--- src/rtl/muldiv_pkg.sv ---
// Shared op codes, FSM state encoding and latency constants for the EX-stage
// multiply/divide unit.
package muldiv_pkg;

    localparam logic [2:0] MD_NONE  = 3'd0;
    localparam logic [2:0] MD_MULT  = 3'd1;
    localparam logic [2:0] MD_MULTU = 3'd2;
    localparam logic [2:0] MD_DIV   = 3'd3;
    localparam logic [2:0] MD_DIVU  = 3'd4;
    localparam logic [2:0] MD_MTHI  = 3'd5;
    localparam logic [2:0] MD_MTLO  = 3'd6;

    localparam int MD_WIDTH   = 32;
    localparam int MD_LATENCY = MD_WIDTH + 2;

    typedef enum logic [1:0] {
        MD_IDLE = 2'd0,
        MD_RUN  = 2'd1,
        MD_FIX  = 2'd2
    } md_state_e;

    function automatic logic is_iterative(input logic [2:0] op);
        return (op == MD_MULT) || (op == MD_MULTU) || (op == MD_DIV) || (op == MD_DIVU);
    endfunction

endpackage

--- src/rtl/muldiv_datapath.sv ---
// Operand/accumulator registers with one-bit-per-cycle shift-add multiply,
// restoring divide and the final sign correction of the result.
module muldiv_datapath
    import muldiv_pkg::*;
#(
    parameter int WIDTH = MD_WIDTH
) (
    input  logic             clk,
    input  logic             reset,
    input  logic             load,
    input  logic             step,
    input  logic             div_op,
    input  logic             signed_op,
    input  logic [WIDTH-1:0] srca,
    input  logic [WIDTH-1:0] srcb,
    output logic [WIDTH-1:0] res_hi,
    output logic [WIDTH-1:0] res_lo
);

    logic [2*WIDTH-1:0] acc;
    logic [WIDTH-1:0]   b_mag;
    logic [WIDTH-1:0]   orig_a;
    logic               sign_a;
    logic               sign_b;
    logic               div_mode;

    logic               neg_a;
    logic               neg_b;
    logic [WIDTH:0]     mul_sum;
    logic [2*WIDTH-1:0] mul_next;
    logic [WIDTH:0]     rem_sh;
    logic [WIDTH+1:0]   diff;
    logic [2*WIDTH-1:0] div_next;
    logic [2*WIDTH-1:0] prod;
    logic [WIDTH-1:0]   quot;
    logic [WIDTH-1:0]   rem;

    assign neg_a = signed_op & srca[WIDTH-1];
    assign neg_b = signed_op & srcb[WIDTH-1];

    // acc holds {partial product, multiplier} or {remainder, dividend/quotient}
    always_comb begin
        mul_sum  = {1'b0, acc[2*WIDTH-1:WIDTH]} + (acc[0] ? {1'b0, b_mag} : '0);
        mul_next = {mul_sum, acc[WIDTH-1:1]};
        rem_sh   = acc[2*WIDTH-1:WIDTH-1];
        diff     = {1'b0, rem_sh} - {2'b00, b_mag};
        if (diff[WIDTH+1])
            div_next = {rem_sh[WIDTH-1:0], acc[WIDTH-2:0], 1'b0};
        else
            div_next = {diff[WIDTH-1:0], acc[WIDTH-2:0], 1'b1};
    end

    always_ff @(posedge clk) begin
        if (reset) begin
            acc      <= '0;
            b_mag    <= '0;
            orig_a   <= '0;
            sign_a   <= 1'b0;
            sign_b   <= 1'b0;
            div_mode <= 1'b0;
        end else if (load) begin
            acc      <= {{WIDTH{1'b0}}, (neg_a ? -srca : srca)};
            b_mag    <= neg_b ? -srcb : srcb;
            orig_a   <= srca;
            sign_a   <= neg_a;
            sign_b   <= neg_b;
            div_mode <= div_op;
        end else if (step) begin
            acc <= div_mode ? div_next : mul_next;
        end
    end

    // Divide by zero bypasses the sign fixup so hi returns the untouched dividend
    always_comb begin
        prod = (sign_a ^ sign_b) ? -acc : acc;
        quot = acc[WIDTH-1:0];
        rem  = acc[2*WIDTH-1:WIDTH];
        if (!div_mode) begin
            res_hi = prod[2*WIDTH-1:WIDTH];
            res_lo = prod[WIDTH-1:0];
        end else if (b_mag == '0) begin
            res_hi = orig_a;
            res_lo = '1;
        end else begin
            res_hi = sign_a ? -rem : rem;
            res_lo = (sign_a ^ sign_b) ? -quot : quot;
        end
    end

endmodule

--- src/rtl/ex_muldiv.sv ---
// EX-stage iterative multiply/divide unit: FSM, iteration counter, architectural
// HI/LO registers and the registered busy/done handshake to the hazard unit.
module ex_muldiv
    import muldiv_pkg::*;
#(
    parameter int WIDTH = MD_WIDTH
) (
    input  logic             clk,
    input  logic             reset,
    input  logic             start,
    input  logic [2:0]       op,
    input  logic [WIDTH-1:0] srca,
    input  logic [WIDTH-1:0] srcb,
    output logic             busy,
    output logic             done,
    output logic [WIDTH-1:0] hi,
    output logic [WIDTH-1:0] lo
);

    localparam int CW = $clog2(WIDTH) + 1;

    md_state_e        state;
    md_state_e        state_next;
    logic [CW-1:0]    count;
    logic             start_md;
    logic             count_last;
    logic             load;
    logic             step;
    logic             fix;
    logic             mthi_we;
    logic             mtlo_we;
    logic             busy_next;
    logic             done_next;
    logic [WIDTH-1:0] res_hi;
    logic [WIDTH-1:0] res_lo;

    assign start_md   = start && is_iterative(op);
    assign count_last = (count == CW'(WIDTH - 1));

    always_ff @(posedge clk) begin
        if (reset)
            state <= MD_IDLE;
        else
            state <= state_next;
    end

    always_comb begin
        state_next = state;
        case (state)
            MD_IDLE: if (start_md) state_next = MD_RUN;
            MD_RUN:  if (count_last) state_next = MD_FIX;
            MD_FIX:  state_next = MD_IDLE;
            default: state_next = MD_IDLE;
        endcase
    end

    // Starts of any kind are only honoured in IDLE; the hazard unit stalls otherwise
    always_comb begin
        load      = (state == MD_IDLE) && start_md;
        step      = (state == MD_RUN);
        fix       = (state == MD_FIX);
        mthi_we   = (state == MD_IDLE) && start && (op == MD_MTHI);
        mtlo_we   = (state == MD_IDLE) && start && (op == MD_MTLO);
        busy_next = (state_next != MD_IDLE);
        done_next = fix;
    end

    always_ff @(posedge clk) begin
        if (reset) begin
            count <= '0;
            busy  <= 1'b0;
            done  <= 1'b0;
            hi    <= '0;
            lo    <= '0;
        end else begin
            busy <= busy_next;
            done <= done_next;
            if (load)
                count <= '0;
            else if (step)
                count <= count + CW'(1);
            if (fix) begin
                hi <= res_hi;
                lo <= res_lo;
            end else begin
                if (mthi_we) hi <= srca;
                if (mtlo_we) lo <= srca;
            end
        end
    end

    muldiv_datapath #(.WIDTH(WIDTH)) u_datapath (
        .clk       (clk),
        .reset     (reset),
        .load      (load),
        .step      (step),
        .div_op    ((op == MD_DIV) || (op == MD_DIVU)),
        .signed_op ((op == MD_MULT) || (op == MD_DIV)),
        .srca      (srca),
        .srcb      (srcb),
        .res_hi    (res_hi),
        .res_lo    (res_lo)
    );

endmodule

--- config.mk ---
export PLATFORM = sky130hd
export DESIGN_NAME = ex_muldiv
export DESIGN_NICKNAME = d
export VERILOG_FILES = /design/src/rtl/muldiv_pkg.sv /design/src/rtl/muldiv_datapath.sv /design/src/rtl/ex_muldiv.sv
export SDC_FILE = /design/constraint.sdc
export NUM_CORES = 1
export LEC_CHECK = 0
export CAP_MARGIN = 20
export CELL_PAD_IN_SITES_DETAIL_PLACEMENT = 0
export CELL_PAD_IN_SITES_GLOBAL_PLACEMENT = 1
export CORE_MARGIN = 1
export CORE_UTILIZATION = 44
export DETAILED_ROUTE_END_ITERATION = 10
export GPL_ROUTABILITY_DRIVEN = 1
export GPL_TIMING_DRIVEN = 0
export PLACE_DENSITY = 0.83
export SLEW_MARGIN = 25
export SYNTH_ARGS = -nofsm -noshare
export SYNTH_HDL_FRONTEND = slang
export SYNTH_SLANG_ARGS = --single-unit
--- constraint.sdc ---
create_clock -name clk -period 3.6 [get_ports clk]
set_input_delay 0.72 -clock clk [delete_from_list [all_inputs] [get_ports clk]]
set_output_delay 0.72 -clock clk [all_outputs]
set_load 0.01 [all_outputs]
# Word level (Yosys, flattened, before mapping)

Index checks and enable logic that the tools add are counted.
Widths: inputs -> output; s select.

Eq/ne operators: 9
Bitwise logic cells: 3
Mux-type cells: 21
Reduce and logical (&&, ||, !) cells: 17
$add $sub $neg: 8

Operator list:

| operator            | number |
|---|---|
| $mux 32             | 15 |
| $mux 64             | 3 |
| $neg 32->32         | 4 |
| $neg 64->64         | 1 |
| $sub 33x32->34      | 1 |
| $add 32x32->33      | 1 |
| $logic_not 32->1    | 1 |
| $eq 3x3->1 const B  | 3 |
| $reduce_bool 2->1   | 4 |
| $add 6x1->6 const B | 1 |
| $eq 3x2->1 const B  | 2 |
| $eq 6x5->1 const B  | 1 |
| $logic_and 1x1->1   | 5 |
| $logic_or 1x1->1    | 5 |
| $mux 2              | 2 |
| $pmux 2 s2          | 1 |
| $eq 3x1->1 const B  | 1 |
| $and 1x1->1         | 2 |
| $eq 2x1->1 const B  | 1 |
| $eq 2x2->1 const B  | 1 |
| $logic_not 2->1     | 1 |
| $reduce_or 2->1     | 1 |
| $xor 1x1->1         | 1 |

Logic and storage cells: 71
Register bits after elaboration: 205
Input bits: 70
Output and inout bits: 66

# Longest topological paths before layout

Depth after elaboration: 8
Gate-level depth with buffers: 15
Depth with buffers taken out: 13

# Modules after synthesis

Synthesis repeated with hierarchy kept, for this count alone.

Cells, all modules: 2204
Area, all modules: 16539.6 µm²

Modules (own cells, without submodules):

| module          | seq. area each (µm²) | area an instance (µm²) | instances | cells an instance |
|---|---|---|---|---|
| muldiv_datapath | 2622.5               | 13389.1                | 1         | 1860 |
| ex_muldiv       | 1481.4               | 3150.5                 | 1         | 344 |

# Least setup slack after synthesis

No wires, ideal clock.

Path kind: reg-to-reg
From: reg u_datapath.acc[0]
To: reg u_datapath.acc[62]
Path slack: 356 ps
Buffers on the path: 1
Setup time: 122 ps
Period minus slack after synthesis: 3244 ps
Cell stages (with the launch flop): 15
Data required time: 3478 ps
Data arrival time: 3122 ps
Cell sequence: dfxtp_1 > clkinv_1 > clkbuf_1 > nor2_1 > ha_1 > o211ai_1 > o21bai_1 > o221ai_1 > o31a_1 > o31a_1 > o211ai_1 > a41oi_1 > a221oi_1 > xor2_1 > a221o_1

Cells in the longest elaborated chain, start to end: 3

Ends and longest elaborated chain:

| what                   | line                  | source |
|---|---|---|
| from (decl)            | muldiv_datapath.sv:20 | `logic [2*WIDTH-1:0] acc;` |
| from (signal assigned) | muldiv_datapath.sv:62 | `acc <= {{WIDTH{1'b0}}, (neg_a ? -srca : srca)};` |
| from (signal assigned) | muldiv_datapath.sv:69 | `acc <= div_mode ? div_next : mul_next;` |
| $mux 32                | muldiv_datapath.sv:43 | `mul_sum = {1'b0, acc[2*WIDTH-1:WIDTH]} + (acc[0] ? {1'b0, b_mag} : '0);` |
| $add 32x32->33         | muldiv_datapath.sv:43 |  |
| $mux 64                | muldiv_datapath.sv:69 |  |

No other way between the ends.
A chain may end at the register's enable or synchronous reset.

# Worst setup path after layout

From: reg u_datapath.acc[0]
To: reg hi[18]

Cells in the longest elaborated chain, start to end: 4

Ends and longest elaborated chain:

| what                 | line                  | source |
|---|---|---|
| $neg 64->64          | muldiv_datapath.sv:75 | `prod = (sign_a ^ sign_b) ? -acc : acc;` |
| $mux 64              | muldiv_datapath.sv:75 |  |
| $mux 32              | muldiv_datapath.sv:78 | `if (!div_mode) begin` |
| $mux 32              | ex_muldiv.sv:82       | `if (fix) begin` |
| to (signal assigned) | ex_muldiv.sv:83       | `hi <= res_hi;` |
| to (signal assigned) | ex_muldiv.sv:86       | `if (mthi_we) hi <= srca;` |
| to (decl)            | ex_muldiv.sv:16       | `output logic [WIDTH-1:0] hi,` |

No other way between the ends.

==> flow_metrics.env <==
export IMPL_clk_pin_slew_ns=0.06
export IMPL_syn_num_nets=2272
export IMPL_layout_nets=2435
export IMPL_start_kind="flop"
export IMPL_dp_cells=2723
export IMPL_synth_largest_area_cell="dfxtp_1"
export IMPL_nFillCells=3582
export IMPL_critPathKind="reg2reg"
export IMPL_rows=69
export IMPL_cts_root_buf="clkbuf_16"
export IMPL_clock_path_buffers=3
export IMPL_min_delay_start="u_datapath.orig_a[6]$_SDFFE_PP0P_"
export IMPL_die_h_um=193
export IMPL_p_leak_nw=7.38
export IMPL_routabilityCongestion=0.966
export IMPL_slowest_delay_ns=0.55
export IMPL_violations="DRC"
export IMPL_wl_mm=67.2
export IMPL_port_buffers=131
export IMPL_insertion_delay_ns=0.55
export IMPL_tns_ns=0
export IMPL_setup_viol=0
export IMPL_drt_initial_drc_count=1696
export IMPL_pin_count=136
export IMPL_synth_edff_count=0
export IMPL_synth_common_cells="a21oi_1, nor2_1, dfxtp_1"
export IMPL_drive_above_1_share=0.0567
export IMPL_fin_worst_skew_ns=0.0397
export IMPL_fin_cells=2773
export IMPL_synthTopCellsByArea="dfxtp_1, a21oi_1, mux2i_1"
export IMPL_final_antenna_net_count=0
export IMPL_min_to="u_datapath.orig_a[6]$_SDFFE_PP0P_"
export IMPL_cts_tree="built"
export IMPL_ys_flop_type="dfxtp_1"
export IMPL_synth_compound_area_share=0.268
export IMPL_drc=3
export IMPL_initial_utilization=0.449
export IMPL_antenna_found_initial=0
export IMPL_yosys_warnings=0
export IMPL_grt_max_degree=14
export IMPL_grt_usage=0.357
export IMPL_status="finished with violations"
export IMPL_wl_per_cell_um=24.2
export IMPL_synth_cell_types=78
export IMPL_vias=17301
export IMPL_syn_inst=2131
export IMPL_area_delta_synth_final_pct=18.2
export IMPL_synth_top_cell_area_share=0.256
export IMPL_cp_slowest_cell="nor2_2"
export IMPL_cts_hold_fix_buffers=0
export IMPL_synth_top_family_by_area="compound AO/OA/AOI/OAI gates"
export IMPL_htree_levels=1
export IMPL_critical_path_arrival_ns=3.90
export IMPL_die_area_um2=37200
export IMPL_diodes=0
export IMPL_cts_sinks=205
export IMPL_seq_area_frac_synth=0.256
export IMPL_synth_most_common_cell="a21oi_1"
export IMPL_whs_path_depth=2
export IMPL_grt_ovfl_total=0
export IMPL_dr_pass1_iters=10
export IMPL_path_max_fanout=10
export IMPL_cts_buffers=24
export IMPL_vias_per_cell=6.24
export IMPL_timing_hold_ws_ns=0.457
export IMPL_slew_violations=0
export IMPL_async_flop_share=0
export IMPL_coreArea_um2=35700
export IMPL_cellPowerDensity_nw_per_um2=382
export IMPL_ys_seq_elements=205
export IMPL_r2r_slack_ns=0.08
export IMPL_critPathBufInv=2
export IMPL_drv_cap=0
export IMPL_max_slew_margin_rel=0.295
export IMPL_critPathRequiredTime_ns=3.98
export IMPL_synth_adder_area_share=0.0564
export IMPL_grt_pass1_vias=15872
export IMPL_avgSynthCellArea_um2=7.52
export IMPL_min_period_over_period=0.978
export IMPL_die_width_um=193
export IMPL_synth_area_mux_share=0.0667
export IMPL_peakVddDrop_mv=0.343
export IMPL_hpwl_mm=53.0
export IMPL_fin_crit_ns=3.52
export IMPL_r2r_cells=12
export IMPL_reg2reg_to="hi[18]$_SDFFE_PP0P_"
export IMPL_synth_xor_area_frac=0.110
export IMPL_hp_class="reg2reg"
export IMPL_crit_family="simple AND/OR/NAND/NOR gates"
export IMPL_yosys_area_share_simple=0.183
export IMPL_reg2reg_from="u_datapath.acc[0]$_SDFFE_PP0P_"
export IMPL_pre_cts_ws_ns=-0.480
export IMPL_setup_ws_ns=0.0786
export IMPL_grt_pass1_wl_mm=99.1
export IMPL_synth_area_um2=16000
export IMPL_worst_slew_pin_slew_ns=1.06
export IMPL_fmax_mhz=284
export IMPL_path_cells="clkinv_4 -> buf_2 -> ha_1 -> nand2b_1 -> nor3_4 -> nand4_4 -> nor2_2 -> a21oi_1 -> xnor2_1 -> nor2_1 -> nor3_1 -> a211oi_1"
export IMPL_hold_violations=0
export IMPL_crit_path_end_kind="flop"
## metal layers
metal,share of wire,GRT usage
met5,0,0
met4,0.021,0.0751
met3,0.086,0.0578
met2,0.45,0.560
met1,0.45,0.509
## cell usage in the layout (no fill, tap or decap), drive strengths merged, types with 33 or more instances in the layout
cell           count
a211oi            87
buf               39
nor2             216
clkdlybuf4s50    131
clkbuf           162
a221oi            33
nand2            200
a21oi            227
inv               65
xor2              97
dfxtp            205
ha                69
xnor2            105
mux2i             99
o21ai            156
nor3              50
## registers in the layout, summed over array words and instances (netlist names)
name	flops
u_datapath.orig_a	32
lo	32
u_datapath.sign_b	1
u_datapath.sign_a	1
busy	1
state	2
u_datapath.div_mode	1
done	1
u_datapath.acc	64
hi	32
u_datapath.b_mag	32
count	6
## stage by stage
step                total power, mW   util  area [µm²]
CTS                            7.14  0.526       18800
floorplan                      3.80      -       16000
global placement               4.51  0.501       17900
finish                         7.23  0.530       18900
detailed placement             4.52  0.501       17900
global route                   7.47  0.530       18900
## area by class of cell
class	count	area, µm²	area share
multi-input combinational	1693	11100	0.585
sequential	205	4110	0.217
timing repair buffer	138	1360	0.0720
buffer	166	717	0.0378
clock buffer	29	649	0.0343
tap	461	577	0.0304
inverter	66	253	0.0133
clock inverter	15	193	0.0102
## worst max path at each step
stage,from,endpoint,slack [ns],depth (start not counted)
3_3_place_gp,u_datapath.acc[0]$_SDFFE_PP0P_,u_datapath.acc[62]$_SDFFE_PP0P_,-0.47,14
4_1_cts,u_datapath.b_mag[22]$_SDFFE_PP0P_,u_datapath.acc[59]$_SDFFE_PP0P_,0.03,14
2_1_floorplan,u_datapath.acc[0]$_SDFFE_PP0P_,u_datapath.acc[62]$_SDFFE_PP0P_,0.36,14
5_1_grt,u_datapath.acc[0]$_SDFFE_PP0P_,u_datapath.acc[62]$_SDFFE_PP0P_,-0.001,14
3_5_place_dp,u_datapath.acc[0]$_SDFFE_PP0P_,u_datapath.acc[62]$_SDFFE_PP0P_,-0.48,14
6_report,u_datapath.acc[0]$_SDFFE_PP0P_,hi[18]$_SDFFE_PP0P_,0.08,12
## power by group
group | leakage, nW | total, mW | switching, mW | internal [mW]
registers | 1.67 | 2.51 | 0.125 | 2.39
logic | 5.29 | 2.07 | 1.35 | 0.727
clock network | 0.419 | 2.65 | 1.07 | 1.58
## worst register-to-register path, delay by kind of cell (launching register included)
kind            cells  cell delay (ns)
simple gates        6             1.81
buf+inv             2             0.40
flops               1             0.35
compound gates      2             0.27
xor+xnor            1             0.26
fa+ha+maj           1             0.24
## repair_timing
| action | 4_1_cts | 5_1_grt |
|---|---|---|
| setup buffers | 0 | 7 |
| gates resized for setup | 16 | 32 |
| setup endpoints to repair | 42 | 47 |
| pin swaps | 0 | 8 |
| hold endpoints to repair | 0 | 0 |
## cell families after synthesis
kind of cell             Yosys count
buffers and inverters            233
multiplexers                     106
XOR/XNOR                         202
AND/OR/NAND/NOR                  628
AO/OA/AOI/OAI                    686
flip-flops                       205
adder cells (fa/ha/maj)           71
No activity file was read; power rests on OpenSTA's default activity.
